<file path="config.mk">
export PLATFORM = sky130hd
export DESIGN_NAME = pll_lock_reset_seq
export DESIGN_NICKNAME = d
export VERILOG_FILES = /design/src/rtl/pll_lock_reset_seq.sv
export SDC_FILE = /design/constraint.sdc
export NUM_CORES = 1
export LEC_CHECK = 0
export BUFFER_PORTS_ARGS = -buffer_cell sky130_fd_sc_hd__buf_4
export CORE_MARGIN = 4
export CORE_UTILIZATION = 25
export DETAILED_ROUTE_END_ITERATION = 10
export HOLD_SLACK_MARGIN = 0.08
export PLACE_DENSITY = 0.38
export SETUP_SLACK_MARGIN = 0.4
export SYNTH_ARGS = -nofsm -noshare
export SYNTH_HDL_FRONTEND = slang
export SYNTH_SLANG_ARGS = --single-unit
export TNS_END_PERCENT = 100
</file>
<file path="constraint.sdc">
create_clock -name clock_in -period 3 [get_ports clock_in]
set_clock_uncertainty 0.15 [all_clocks]
set_input_delay 0.6 -clock clock_in [delete_from_list [all_inputs] [get_ports clock_in]]
set_output_delay 0.6 -clock clock_in [all_outputs]
set_load 0.01 [all_outputs]
</file>
<file path="src/rtl/pll_lock_reset_seq.sv">
// PLL lock filter and sequenced reset release: waits for a stable, synchronised
// lock flag, then drops the domain resets one after another, bit 0 first.
module pll_lock_reset_seq #(
    parameter int SYNC_STAGES    = 2,
    parameter int N_RST          = 3,
    parameter int LOCK_FILTER    = 16,
    parameter int STAGE_DELAY    = 8,
    parameter int RELOCK_TIMEOUT = 65535,
    parameter int CNT_W          = 8
) (
    input  logic             clock_in,
    input  logic             rst_in,
    input  logic             pll_locked_in,
    input  logic             soft_rst_in,
    output logic             locked,
    output logic [N_RST-1:0] rst_out,
    output logic             ready,
    output logic [CNT_W-1:0] lock_loss_count,
    output logic             pll_relock_req
);

    typedef enum logic [2:0] {
        WAIT_LOCK,
        FILTER,
        RELEASE,
        RUN,
        HOLD
    } state_t;

    localparam logic [15:0]      LOCK_TARGET  = 16'(LOCK_FILTER);
    localparam logic [15:0]      STAGE_LAST   = 16'(STAGE_DELAY - 1);
    localparam logic [15:0]      TMO_LAST     = 16'(RELOCK_TIMEOUT - 1);
    localparam logic [N_RST-1:0] FIRST_REL    = {N_RST{1'b1}} << 1;
    localparam logic             RUN_ON_ENTRY = (N_RST == 1);

    logic [1:0] rst_sync_q;
    logic       rst_n_sync;

    // NOTE: rst_in asserts asynchronously but is released through two flops, so
    // no state flop ever sees reset removal close to a clock edge.
    always_ff @(posedge clock_in or negedge rst_in) begin
        if (!rst_in) begin
            rst_sync_q <= 2'b00;
        end else begin
            rst_sync_q <= {rst_sync_q[0], 1'b1};
        end
    end

    assign rst_n_sync = rst_sync_q[1];

    logic [SYNC_STAGES-1:0] lock_sync_q;
    logic                   lock_s;

    always_ff @(posedge clock_in or negedge rst_n_sync) begin
        if (!rst_n_sync) begin
            lock_sync_q <= '0;
        end else begin
            lock_sync_q <= {lock_sync_q[SYNC_STAGES-2:0], pll_locked_in};
        end
    end

    assign lock_s = lock_sync_q[SYNC_STAGES-1];

    state_t           state_q;
    logic [15:0]      fcnt_q;
    logic [15:0]      fcnt_inc;
    logic [15:0]      scnt_q;
    logic [15:0]      tmo_q;
    logic             locked_q;
    logic [N_RST-1:0] rst_q;
    logic             ready_q;
    logic [CNT_W-1:0] loss_q;
    logic             relock_q;

    // The filter count is always zero in WAIT_LOCK, so +1 also gives the entry value.
    assign fcnt_inc = fcnt_q + 16'd1;

    // NOTE: every register here uses <= so all branches read pre-edge values.
    always_ff @(posedge clock_in or negedge rst_n_sync) begin
        if (!rst_n_sync) begin
            state_q  <= WAIT_LOCK;
            fcnt_q   <= '0;
            scnt_q   <= '0;
            tmo_q    <= '0;
            locked_q <= 1'b0;
            rst_q    <= '1;
            ready_q  <= 1'b0;
            loss_q   <= '0;
            relock_q <= 1'b0;
        end else begin
            relock_q <= 1'b0;
            case (state_q)
                WAIT_LOCK, FILTER: begin
                    if (lock_s && fcnt_inc == LOCK_TARGET) begin
                        locked_q <= 1'b1;
                        rst_q    <= FIRST_REL;
                        scnt_q   <= '0;
                        ready_q  <= RUN_ON_ENTRY;
                        state_q  <= RUN_ON_ENTRY ? RUN : RELEASE;
                        fcnt_q   <= '0;
                        tmo_q    <= '0;
                    end else begin
                        if (lock_s) begin
                            fcnt_q  <= fcnt_inc;
                            state_q <= FILTER;
                        end else begin
                            fcnt_q  <= '0;
                            state_q <= WAIT_LOCK;
                        end
                        if (RELOCK_TIMEOUT != 0 && tmo_q == TMO_LAST) begin
                            tmo_q    <= '0;
                            relock_q <= !relock_q;
                        end else begin
                            tmo_q <= tmo_q + 16'd1;
                        end
                    end
                end
                RELEASE, RUN, HOLD: begin
                    tmo_q <= '0;
                    if (!lock_s) begin
                        rst_q    <= '1;
                        locked_q <= 1'b0;
                        ready_q  <= 1'b0;
                        state_q  <= WAIT_LOCK;
                        if (loss_q != {CNT_W{1'b1}}) begin
                            loss_q <= loss_q + CNT_W'(1);
                        end
                    end else if (state_q == HOLD) begin
                        if (!soft_rst_in) begin
                            rst_q   <= FIRST_REL;
                            scnt_q  <= '0;
                            ready_q <= RUN_ON_ENTRY;
                            state_q <= RUN_ON_ENTRY ? RUN : RELEASE;
                        end
                    end else if (soft_rst_in) begin
                        rst_q   <= '1;
                        ready_q <= 1'b0;
                        state_q <= HOLD;
                    end else if (state_q == RELEASE) begin
                        if (scnt_q == STAGE_LAST) begin
                            scnt_q <= '0;
                            rst_q  <= rst_q << 1;
                            if ((rst_q << 1) == '0) begin
                                ready_q <= 1'b1;
                                state_q <= RUN;
                            end
                        end else begin
                            scnt_q <= scnt_q + 16'd1;
                        end
                    end
                end
                default: state_q <= WAIT_LOCK;
            endcase
        end
    end

    assign locked          = locked_q;
    assign rst_out         = rst_q;
    assign ready           = ready_q;
    assign lock_loss_count = loss_q;
    assign pll_relock_req  = relock_q;

endmodule
</file>
==> After elaboration in Yosys (flattened, before gate mapping) <==
Cells that the tools add are included.
{ "totals": {"wordCells": 92, "latchBits": 0, "ramBits": 0, "memories": 0, "out_inout_bits": 14, "in_bits": 4, "register_bits": 69, "romBits": 0} }
{ "classes": {"n_reduce_logical": 13, "magnitude_cmp": 0, "n_addsub": 4, "eq_ne": 17, "multipliers": 0, "n_div": 0, "muxes": 46, "bitwise_logic": 1, "shifts": 0} }
{ "op_table": {"columns": ["cell", "count"], "rows": [
  ["$mux 16", 11],
  ["$pmux 16 s2", 2],
  ["$add 16x1->16 const B", 3],
  ["$mux 3", 14],
  ["$eq 16x16->1 const B", 1],
  ["$eq 16x3->1 const B", 1],
  ["$eq 16x5->1 const B", 1],
  ["$ne 5x5->1 const B", 3],
  ["$mux 1", 14],
  ["$pmux 3 s2", 2],
  ["$reduce_and 5->1", 2],
  ["$add 8x1->8 const B", 1],
  ["$ne 2x2->1 const B", 4],
  ["$ne 8x8->1 const B", 1],
  ["$eq 3x2->1 const B", 2],
  ["$logic_not 3->1", 2],
  ["$reduce_and 3->1", 2],
  ["$reduce_and 6->1", 1],
  ["$ne 4x4->1 const B", 1],
  ["$pmux 1 s2", 2],
  ["$reduce_and 4->1", 1],
  ["$eq 3x1->1 const B", 1],
  ["$eq 3x3->1 const B", 1],
  ["$ne 3x3->1 const B", 1],
  ["other kinds (7)", 7]
]} }

==> Logic depth before layout (Yosys ltp) <==
{ "logic_depth": {"depth_word": 8, "depth_mapped": 11, "ltp_nobuf": 8} }

==> Worst setup path before layout <==
OpenSTA, ideal clock, no wires.
{ "synth_path": {"path_type": "register to register", "start": "reg fcnt_q[0]", "end": "reg tmo_q[1]", "t_required_ns": 2.728, "stages_incl_launch_ff": 11, "setup_time_ns": 0.122, "period_less_slack_ns": 2.403, "arrival_ns": 2.131, "n_path_buf": 2, "slack_ns": 0.597, "path_cell_list": "dfrtp_1 -> ha_1 -> and4_1 -> and3_4 -> a31oi_1 -> nor3_2 -> and3_4 -> buf_8 -> buf_12 -> nor2_2 -> a32o_1"} }
{ "synth_via": {"elab_chain_cells": 5} }
{ "synth_rtl": {"columns": ["item", "line_no", "rtl"], "rows": [
  ["from (decl)", "65", "logic [15:0] fcnt_q;"],
  ["from (signal assigned)", "104", "fcnt_q <= fcnt_inc;"],
  ["$add 16x1->16", "76", "assign fcnt_inc = fcnt_q + 16'd1;"],
  ["$eq 16x5->1", "94", "if (lock_s && fcnt_inc == LOCK_TARGET) begin"],
  ["$logic_and 1x1->1", "94", null],
  ["$mux 16", "94", null],
  ["$pmux 16 s2", "92", "case (state_q)"],
  ["to (signal assigned)", "114", "tmo_q <= tmo_q + 16'd1;"],
  ["to (decl)", "68", "logic [15:0] tmo_q;"]
]} }
Every way passes these cells.
A chain may end at the register's enable or synchronous reset.

==> Worst setup path after layout <==
{ "layout_path": {"start": "reg fcnt_q[0]", "end": "reg tmo_q[7]"} }
Same word-level chain as after synthesis.

==> flow_metrics.env <==
export IMPL_status="finished clean"
export IMPL_fin_cells=671
export IMPL_ys_flop_type="dfrtp_1"
export IMPL_drtAntennaViolNets=0
export IMPL_grt_first_pass_wirelength_mm=16.7
export IMPL_drive_gt1_share_pct=15.9
export IMPL_place_inst=651
export IMPL_ir_worst_vdd_mv=0.264
export IMPL_rsz0062_at_grt="no"
export IMPL_tightest_slew_ps=865
export IMPL_synth_xor_area_share_pct=3.56
export IMPL_cts_clk_slew_worst_paths_ps=50
export IMPL_mostFrequentLayoutCell="dfrtp_1"
export IMPL_synth_top_family_by_area="simple AND/OR/NAND/NOR gates"
export IMPL_n_antenna_cell=0
export IMPL_power_density_mw_per_mm2=457
export IMPL_worstPathRequired_ps=3130
export IMPL_die_height_um=134
export IMPL_grt_ovfl_total=0
export IMPL_fp_row_count=45
export IMPL_hold_viol_final=0
export IMPL_syn_nets=450
export IMPL_synth_mux_area_share_pct=2.16
export IMPL_p_leak_nw=1.97
export IMPL_synth_compound_area_share_pct=17.7
export IMPL_synth_adder_area_share_pct=1.90
export IMPL_grt_max_degree=45
export IMPL_io_pins=18
export IMPL_async_flop_share_pct=100
export IMPL_avgSynthCellArea_um2=8.96
export IMPL_r2r_cells=9
export IMPL_gp_congestion=0.775
export IMPL_critPathKind="reg -> reg"
export IMPL_synthDistinctLibCells=53
export IMPL_startpoint_type="flip-flop"
export IMPL_drtPass1Iterations=4
export IMPL_clk_path_buf_depth=2
export IMPL_grt_pass1_vias=3208
export IMPL_initial_core_util_pct=25.7
export IMPL_syn_inst=440
export IMPL_final_cell_mix="dfrtp_1 (56), nand2_1 (46), o21ai_0 (41)"
export IMPL_min_path_type="reg -> async"
export IMPL_finalNetCount=465
export IMPL_period_share_pct=82.1
export IMPL_slew_headroom_pct=42.0
export IMPL_clock_sinks=69
export IMPL_cap_violations=0
export IMPL_drc=0
export IMPL_synth_area_mm2=0.00394
export IMPL_routed_wl_mm=9.80
export IMPL_yosys_register_bits=69
export IMPL_dp_hpwl_mm=6.46
export IMPL_max_freq_mhz=406
export IMPL_dieArea_mm2=0.0178
export IMPL_numCtsBuffers=9
export IMPL_via_per_inst=4.87
export IMPL_worstSkewPairLatency_ps=340
export IMPL_vias=3268
export IMPL_crit_fanout=7
export IMPL_io_buffers=17
export IMPL_dieWidth_um=134
export IMPL_antenna_found_initial=0
export IMPL_core_region_area_mm2=0.0153
export IMPL_cp_startpoint="fcnt_q[0]$_DFFE_PN0N_"
export IMPL_htreeDepth=3
export IMPL_synth_warnings=0
export IMPL_maxSlewViolCount=0
export IMPL_r2r_start="fcnt_q[0]$_DFFE_PN0N_"
export IMPL_area_growth_pct=15.9
export IMPL_synth_simple_gate_area_share_pct=25.8
export IMPL_ctsRootBufferMaster="clkbuf_16"
export IMPL_cp_arrival_ps=2590
export IMPL_drt_iter0_drc=180
export IMPL_setup_viol=0
export IMPL_cts_tree="yes"
export IMPL_grt_usage_pct=11.6
export IMPL_wl_per_cell_um=14.6
export IMPL_end_kind="flip-flop"
export IMPL_fin_setup_tns_ps=0
export IMPL_yosysSeqAreaShare_pct=43.9
export IMPL_synth_edff_count=0
export IMPL_fin_crit_ps=2460
## power by group
group          internal, mW  total (mW)  switching (mW)
sequential            0.980        1.04          0.0646
combinational        0.0466      0.0912          0.0446
clock                 0.558       0.953           0.395
total                  1.58        2.09           0.504
## synth_stat cells, drive strengths merged, types with 7 or more instances
| library cell | n | area (um2) |
|---|---|---|
| a21o | 9 | 67.6 |
| a21oi | 14 | 70.1 |
| a31oi | 9 | 62.6 |
| and3 | 16 | 110 |
| buf | 17 | 128 |
| clkbuf | 9 | 33.8 |
| dfrtp | 66 | 1650 |
| inv | 8 | 30.0 |
| nand2 | 47 | 176 |
| nand3 | 24 | 125 |
| nand4 | 14 | 87.6 |
| nor2 | 40 | 153 |
| nor3 | 19 | 100 |
| nor4 | 7 | 50.1 |
| o21ai | 44 | 220 |
| o31ai | 12 | 90.1 |
| xor2 | 10 | 87.6 |
## kinds of logic (layout without fill, tap and decap cells)
kind of cell | after synthesis | count (layout)
other | 1 | 1
buffers and inverters | 34 | 52
and+or+nand+nor | 195 | 197
adders and majority gates | 6 | 6
AOI/OAI and AO/OA | 111 | 111
DFF | 69 | 69
muxes | 8 | 8
xor gates and xnor gates | 16 | 16
## per-stage QoR
stage / setup slack, ps / instance area [um2] / hold slack [ps] / util, % / power, mW
2_1_floorplan: 597 / 3940 / 154 / - / 1.11
3_3_place_gp: 313 / 4250 / 148 / 27.8 / 1.15
3_5_place_dp: 286 / 4250 / 148 / 27.8 / 1.15
4_1_cts: 420 / 4540 / 150 / 29.7 / 2.13
5_1_grt: 405 / 4570 / 186 / 29.8 / 2.20
6_report: 536 / 4570 / 120 / 29.8 / 2.09
## cell type report
type                       count  area, um2
clock inverter                 2       10.0
sequential                    69       1740
multi-input combinational    339       2050
fill                        1708      10700
clock buffer                  14        244
tap                          211        264
timing repair buffer          28        225
inverter                       8       30.0
## path summary, 6_finish.rpt
kind / slack [ps] / endpoint
max: 540 / tmo_q[7]$_DFFE_PN0N_
min: 120 / lock_loss_count[6]$_DFFE_PN0P_
max reg2reg: 540 / tmo_q[7]$_DFFE_PN0N_
min reg2reg: 120 / lock_loss_count[6]$_DFFE_PN0P_
max in group asynchronous: 1880 / rst_out[2]$_DFFE_PN1P_
min in group clock_in: 200 / rst_sync_q[1]$_DFF_PN0_
## state kept, by name, indices dropped and copies added (netlist names)
signal,flops
fcnt_q,16
scnt_q,16
tmo_q,16
lock_loss_count,8
rst_out,3
state_q,3
lock_sync_q,2
rst_sync_q,2
locked,1
pll_relock_req,1
ready,1
## critical path: stages, from the launching register on
cell	delay [ps]
dfrtp_2	450
ha_2	240
nand3_1	150
mux2i_1	200
a2bb2oi_1	240
nor3_2	70
buf_4	160
and3_2	270
o311ai_1	300
o21a_1	160
## metal layers
| layer | vias to the layer above | part of all wire, % | wire [um] | GRT usage (%) |
|---|---|---|---|---|
| met4 | 0 | 1.1 | 112 | 2.91 |
| met1 | 1589 | 48 | 4740 | 15.2 |
| met5 | - | 0 | 0 | 0 |
| li1 | 1630 | - | - | - |
| met3 | 8 | 3.2 | 314 | 3.59 |
| met2 | 41 | 47 | 4630 | 18.7 |
## repair_timing
action / CTS / global route
resized for setup: 2 / 12
pin swaps: 2 / 0
hold endpoints to repair: 2 / 0
endpoints found under the setup margin: 18 / 44
hold buffers: 1 / 0
cloned: 2 / 0
setup buffers: 1 / 0
Note: power is estimated with default switching activity, not from simulation.
